[src/rtl/subleq_exec_ctrl.sv]
// subleq_exec_ctrl: multi-cycle SUBLEQ sequencer.
// Each instruction is three bytes {A, B, C}: mem[B] <= mem[B] - mem[A],
// then jump to C if the result is <= 0 (signed), otherwise fall through to
// pc+3. A branch to HALT_ADDR parks the machine in HALT until reset.
// Memory is a synchronous single-port RAM: rdata is valid one cycle after
// the address is presented, so every fetch state consumes the data
// requested by the previous state.
module subleq_exec_ctrl #(
  parameter int              DW        = 8,
  parameter logic [DW-1:0]   RESET_PC  = '0,
  // All-ones target (8'hFF at the default width) means "halt".
  parameter logic [DW-1:0]   HALT_ADDR = '1
) (
  input  logic          clk,
  input  logic          rst,
  input  logic          start,
  output logic [DW-1:0] mem_addr,
  input  logic [DW-1:0] mem_rdata,
  output logic [DW-1:0] mem_wdata,
  output logic          mem_we,
  output logic          busy,
  output logic          halted,
  output logic [DW-1:0] reg0,
  output logic [DW-1:0] reg1,
  output logic [DW-1:0] reg2,
  output logic [DW-1:0] reg3,
  output logic [DW-1:0] reg4,
  output logic [DW-1:0] reg5,
  output logic [DW-1:0] reg6,
  output logic [DW-1:0] reg7
);

  // State encoding is visible in the status register, so it is fixed.
  localparam logic [3:0] S_IDLE = 4'd0;
  localparam logic [3:0] S_FA   = 4'd1;
  localparam logic [3:0] S_FB   = 4'd2;
  localparam logic [3:0] S_FC   = 4'd3;
  localparam logic [3:0] S_RA   = 4'd4;
  localparam logic [3:0] S_RB   = 4'd5;
  localparam logic [3:0] S_EX   = 4'd6;
  localparam logic [3:0] S_WR   = 4'd7;
  localparam logic [3:0] S_BR   = 4'd8;
  localparam logic [3:0] S_HALT = 4'd9;

  // Address increments; the adders are DW bits wide so pc wraps naturally.
  localparam logic [DW-1:0] INC1 = DW'(1);
  localparam logic [DW-1:0] INC2 = DW'(2);
  localparam logic [DW-1:0] INC3 = DW'(3);

  logic [3:0]    state_reg, state_next;
  logic [DW-1:0] pc_reg;
  logic [DW-1:0] opa_reg;
  logic [DW-1:0] opb_reg;
  logic [DW-1:0] opc_reg;
  logic [DW-1:0] ma_reg;
  logic [DW-1:0] mb_reg;
  logic [DW-1:0] res_reg;
  logic          leq_reg;

  logic [DW-1:0] diff;
  logic          take_branch;
  logic          halt_branch;
  logic [7:0]    status;

  // Subtraction is plain modular arithmetic; only leq looks at the sign.
  assign diff        = mem_rdata - ma_reg;
  assign take_branch = leq_reg;
  assign halt_branch = leq_reg && (opc_reg == HALT_ADDR);

  // Next-state sequencing: a fixed walk FA..BR, with BR looping straight
  // back to FA (no IDLE gap) unless the branch target is the halt address.
  always_comb begin
    state_next = state_reg;
    case (state_reg)
      S_IDLE:  state_next = start ? S_FA : S_IDLE;
      S_FA:    state_next = S_FB;
      S_FB:    state_next = S_FC;
      S_FC:    state_next = S_RA;
      S_RA:    state_next = S_RB;
      S_RB:    state_next = S_EX;
      S_EX:    state_next = S_WR;
      S_WR:    state_next = S_BR;
      S_BR:    state_next = halt_branch ? S_HALT : S_FA;
      S_HALT:  state_next = S_HALT;
      default: state_next = S_IDLE;
    endcase
  end

  // Memory address select: each state presents the address whose data the
  // following state will capture.
  always_comb begin
    mem_addr = pc_reg;
    case (state_reg)
      S_FB:                mem_addr = pc_reg + INC1;
      S_FC:                mem_addr = pc_reg + INC2;
      S_RA:                mem_addr = opa_reg;
      S_RB, S_EX, S_WR:    mem_addr = opb_reg;
      default:             mem_addr = pc_reg;
    endcase
  end

  // The write strobe is masked by rst so a reset landing on WR never lets
  // the RAM commit a write on that same edge.
  assign mem_we    = (state_reg == S_WR) && !rst;
  assign mem_wdata = res_reg;

  // State register and datapath captures; reset wins over every state.
  always_ff @(posedge clk) begin
    if (rst) begin
      state_reg <= S_IDLE;
      pc_reg    <= RESET_PC;
      opa_reg   <= '0;
      opb_reg   <= '0;
      opc_reg   <= '0;
      ma_reg    <= '0;
      mb_reg    <= '0;
      res_reg   <= '0;
      leq_reg   <= 1'b0;
    end else begin
      state_reg <= state_next;
      case (state_reg)
        S_FB: opa_reg <= mem_rdata;
        S_FC: opb_reg <= mem_rdata;
        S_RA: opc_reg <= mem_rdata;
        S_RB: ma_reg  <= mem_rdata;
        S_EX: begin
          mb_reg  <= mem_rdata;
          res_reg <= diff;
        end
        S_WR: leq_reg <= res_reg[DW-1] | (res_reg == '0);
        S_BR: begin
          if (take_branch) begin
            // Halting leaves pc on the instruction that halted.
            if (!halt_branch) pc_reg <= opc_reg;
          end else begin
            pc_reg <= pc_reg + INC3;
          end
        end
        default: ;
      endcase
    end
  end

  assign busy   = (state_reg != S_IDLE) && (state_reg != S_HALT);
  assign halted = (state_reg == S_HALT);
  assign status = {halted, busy, leq_reg, 1'b0, state_reg};

  assign reg0 = pc_reg;
  assign reg1 = opa_reg;
  assign reg2 = opb_reg;
  assign reg3 = opc_reg;
  assign reg4 = ma_reg;
  assign reg5 = mb_reg;
  assign reg6 = res_reg;

  // The status byte is 8 bits; fit it to the register port width.
  generate
    if (DW == 8) begin : g_status_eq
      assign reg7 = status;
    end else if (DW > 8) begin : g_status_wide
      assign reg7 = {{(DW-8){1'b0}}, status};
    end else begin : g_status_narrow
      assign reg7 = status[DW-1:0];
    end
  endgenerate

endmodule

[config.mk]
export PLATFORM = sky130hd
export DESIGN_NAME = subleq_exec_ctrl
export DESIGN_NICKNAME = d
export VERILOG_FILES = /design/src/rtl/subleq_exec_ctrl.sv
export SDC_FILE = /design/constraint.sdc
export NUM_CORES = 1
export LEC_CHECK = 0
export BUFFER_PORTS_ARGS = -buffer_cell sky130_fd_sc_hd__clkbuf_2
export CAP_MARGIN = 30
export CORE_MARGIN = 2
export CORE_UTILIZATION = 35
export CTS_CLUSTER_SIZE = 10
export DETAILED_ROUTE_END_ITERATION = 7
export PLACE_DENSITY = 0.66
export SYNTH_ARGS = -nofsm -noshare
export SYNTH_HDL_FRONTEND = slang
export SYNTH_SLANG_ARGS = --single-unit
[constraint.sdc]
create_clock -name clk -period 5 [get_ports clk]
set_input_delay 0.75 -clock clk [delete_from_list [all_inputs] [get_ports clk]]
set_output_delay 0.75 -clock clk [all_outputs]
set_load 0.02 [all_outputs]
==> flow_summary.toml <==
[logic_synthesis]
ys_top_cells_by_count = "nand2_1, a21oi_1, dfxtp_1"
synth_cell_types = 53
ys_seq_area_frac = 0.361
yosysWarnings = 0
synth_area_leaders = "dfxtp_1, nand2_1, a21oi_1, ha_1, buf_4"
yosysTopAreaCell = "dfxtp_1"
synth_area_um2 = 3380
synth_cells = 455
yosys.cell_count.top_type = "nand2_1"
synth_flop_cell = "dfxtp_1"
synth-edff-count = 0
ys_ff_latch = 61
synth_async_sr_flop_share = 0
netlist.area_leader.share = 0.361
synth_nets = 478
synth_area_per_cell_um2 = 7.43

[cells_and_area]
layout.nets = 544
num-fill-cells = 983
fin_area_um2 = 4000
drive_above_1_share = 0.226
diodes = 0
fin_cells = 655
syn2layout_area_growth_pct = 18.3
final_util = 0.429

[global_routing]
track_usage = 0.196
grt_pass1_wl_um = 16000
grt_antenna_before_repair = 0
overflow = 0
grt_pass1_vias = 3171
grt_max_degree = 68

[place]
dp.cells = 639
io_buffers = 92
dpl_cell_area_um2 = 3810
gp_congestion = 0.959
hpwl_um = 7410

[power_and_ir_drop]
p_per_area_nw_per_um2 = 276
p_total_uw = 1110
p_leak_uw = 0.00155
peakVddDrop_mv = 0.137

[clock_tree]
cts-root-buf = "clkbuf_8"
cts_setup_buffers = 0
cts_tree = "done"
cts_inserted_buffers = 9
insertion_delay_ns = 0.35
cts_buffer_depth = 2
post_cts_resize_count = 0
clk_pin_slew_ns = 0.07
clkSinkCount = 61
htreeDepth = 3
hold_buffers = 0

[sta]
fmax_ghz = 0.302
slew_headroom = 0.451
tns_ns = 0
worstMarginPinSlew_ns = 0.823
rsz0062_at_grt = "false"
final-hold-violation-count = 0
period_share = 0.663
clock_skew_ns = 0.00916
final.min_clock_period_ns = 3.32
setup-violations-final = 0
final-max-slew-violation-count = 0

[routing]
drtIter0Drc = 194
drc_errors = 0
viasPerCell = 5.28
drt_pass1_iterations = 5
drt_wl_total_um = 10200
post_drt_wl_per_cell_um = 15.5
num_vias = 3460
ant_nets = 0

[setup_path]
worstPathRequired_ns = 4.25
critPathKind = "reg -> out"
start_kind = "register"
end_kind = "output pin"
path_max_fanout = 14
reg2regPathDepth = 6
arrival_ns = 2.57

[die]
core_um2 = 9330
die_h_um = 102
die_w_um = 102
die-area_um2 = 10500
start_util = 0.362
io-pin-count = 94
num_rows = 35

[job]
drv_cap = 0

[min_path]
hold_class = "reg -> reg"
worstHoldPathCells = 2

[run_status]
status = "finished, final reports clean"
==> cells in the final DEF (no fill, tap or decap), drive strengths merged, types with 8 or more instances in the layout <==
cell and instances:
clkbuf 103, nand3 15, dfxtp 61, nor3 12, nor2 20, inv 16, a21o 8, ha 11
o21ai 14, nand2 109, a21oi 64
==> kinds of logic after synthesis <==
group | Yosys count | share of synthesized area
simple gates | 194 | 0.270
buf+inv | 57 | 0.0829
mux | 3 | 0.00888
fa+ha+maj | 12 | 0.0466
other cells | 1 | 0.00111
xor+xnor | 7 | 0.0181
flops | 61 | 0.361
compound gates | 120 | 0.211
==> metrics by stage <==
step / hold WS [ns] / setup WS, ns
2_1_floorplan: 0.535 / 2.30
3_3_place_gp: 0.445 / 2.15
3_5_place_dp: 0.452 / 2.07
4_1_cts: 0.461 / 1.68
5_1_grt: 0.485 / 1.43
6_report: 0.459 / 1.68
==> final timing paths <==
| kind | from | endpoint | slack (ns) |
|---|---|---|---|
| worst max-delay path | state_reg[0] | mem_addr[6] | 1.68 |
| worst min-delay path | reg5[4] | reg5[4] | 0.46 |
| worst max register to register | state_reg[3] | reg0[5] | 2.63 |
| worst min register to register | reg5[4] | reg5[4] | 0.46 |
==> worst max-delay path, stage by stage (launching register included) <==
cell	delay, ns
dfxtp_1	0.68
nand2_1	0.20
or3_1	0.58
a21oi_1	0.25
o41ai_1	0.10
a22oi_1	0.22
clkbuf_2	0.20
==> per-layer routing <==
metal	up-vias	GRT usage	share of wire
li1	1703	-	-
met1	1620	0.267	0.44
met2	120	0.315	0.47
met3	17	0.0390	0.077
met4	0	0.0595	0.014
met5	-	0	0
==> final cells by class <==
cell class | count | area [µm²] | area share
multi-input cells | 337 | 1880 | 0.470
clock buffers | 11 | 151 | 0.0379
well taps | 129 | 161 | 0.0404
repair buffers | 96 | 490 | 0.123
flip-flops and latches | 61 | 1220 | 0.305
inverters | 16 | 60.1 | 0.0150
clock inverters | 5 | 35.0 | 0.00876
==> power by group <==
| group | switching, µW | total, µW | internal, µW |
|---|---|---|---|
| logic | 113 | 171 | 58.4 |
| clock network | 202 | 409 | 207 |
| registers | 26.6 | 525 | 498 |
| total | 342 | 1110 | 763 |
(Power assumes the default switching activity.)
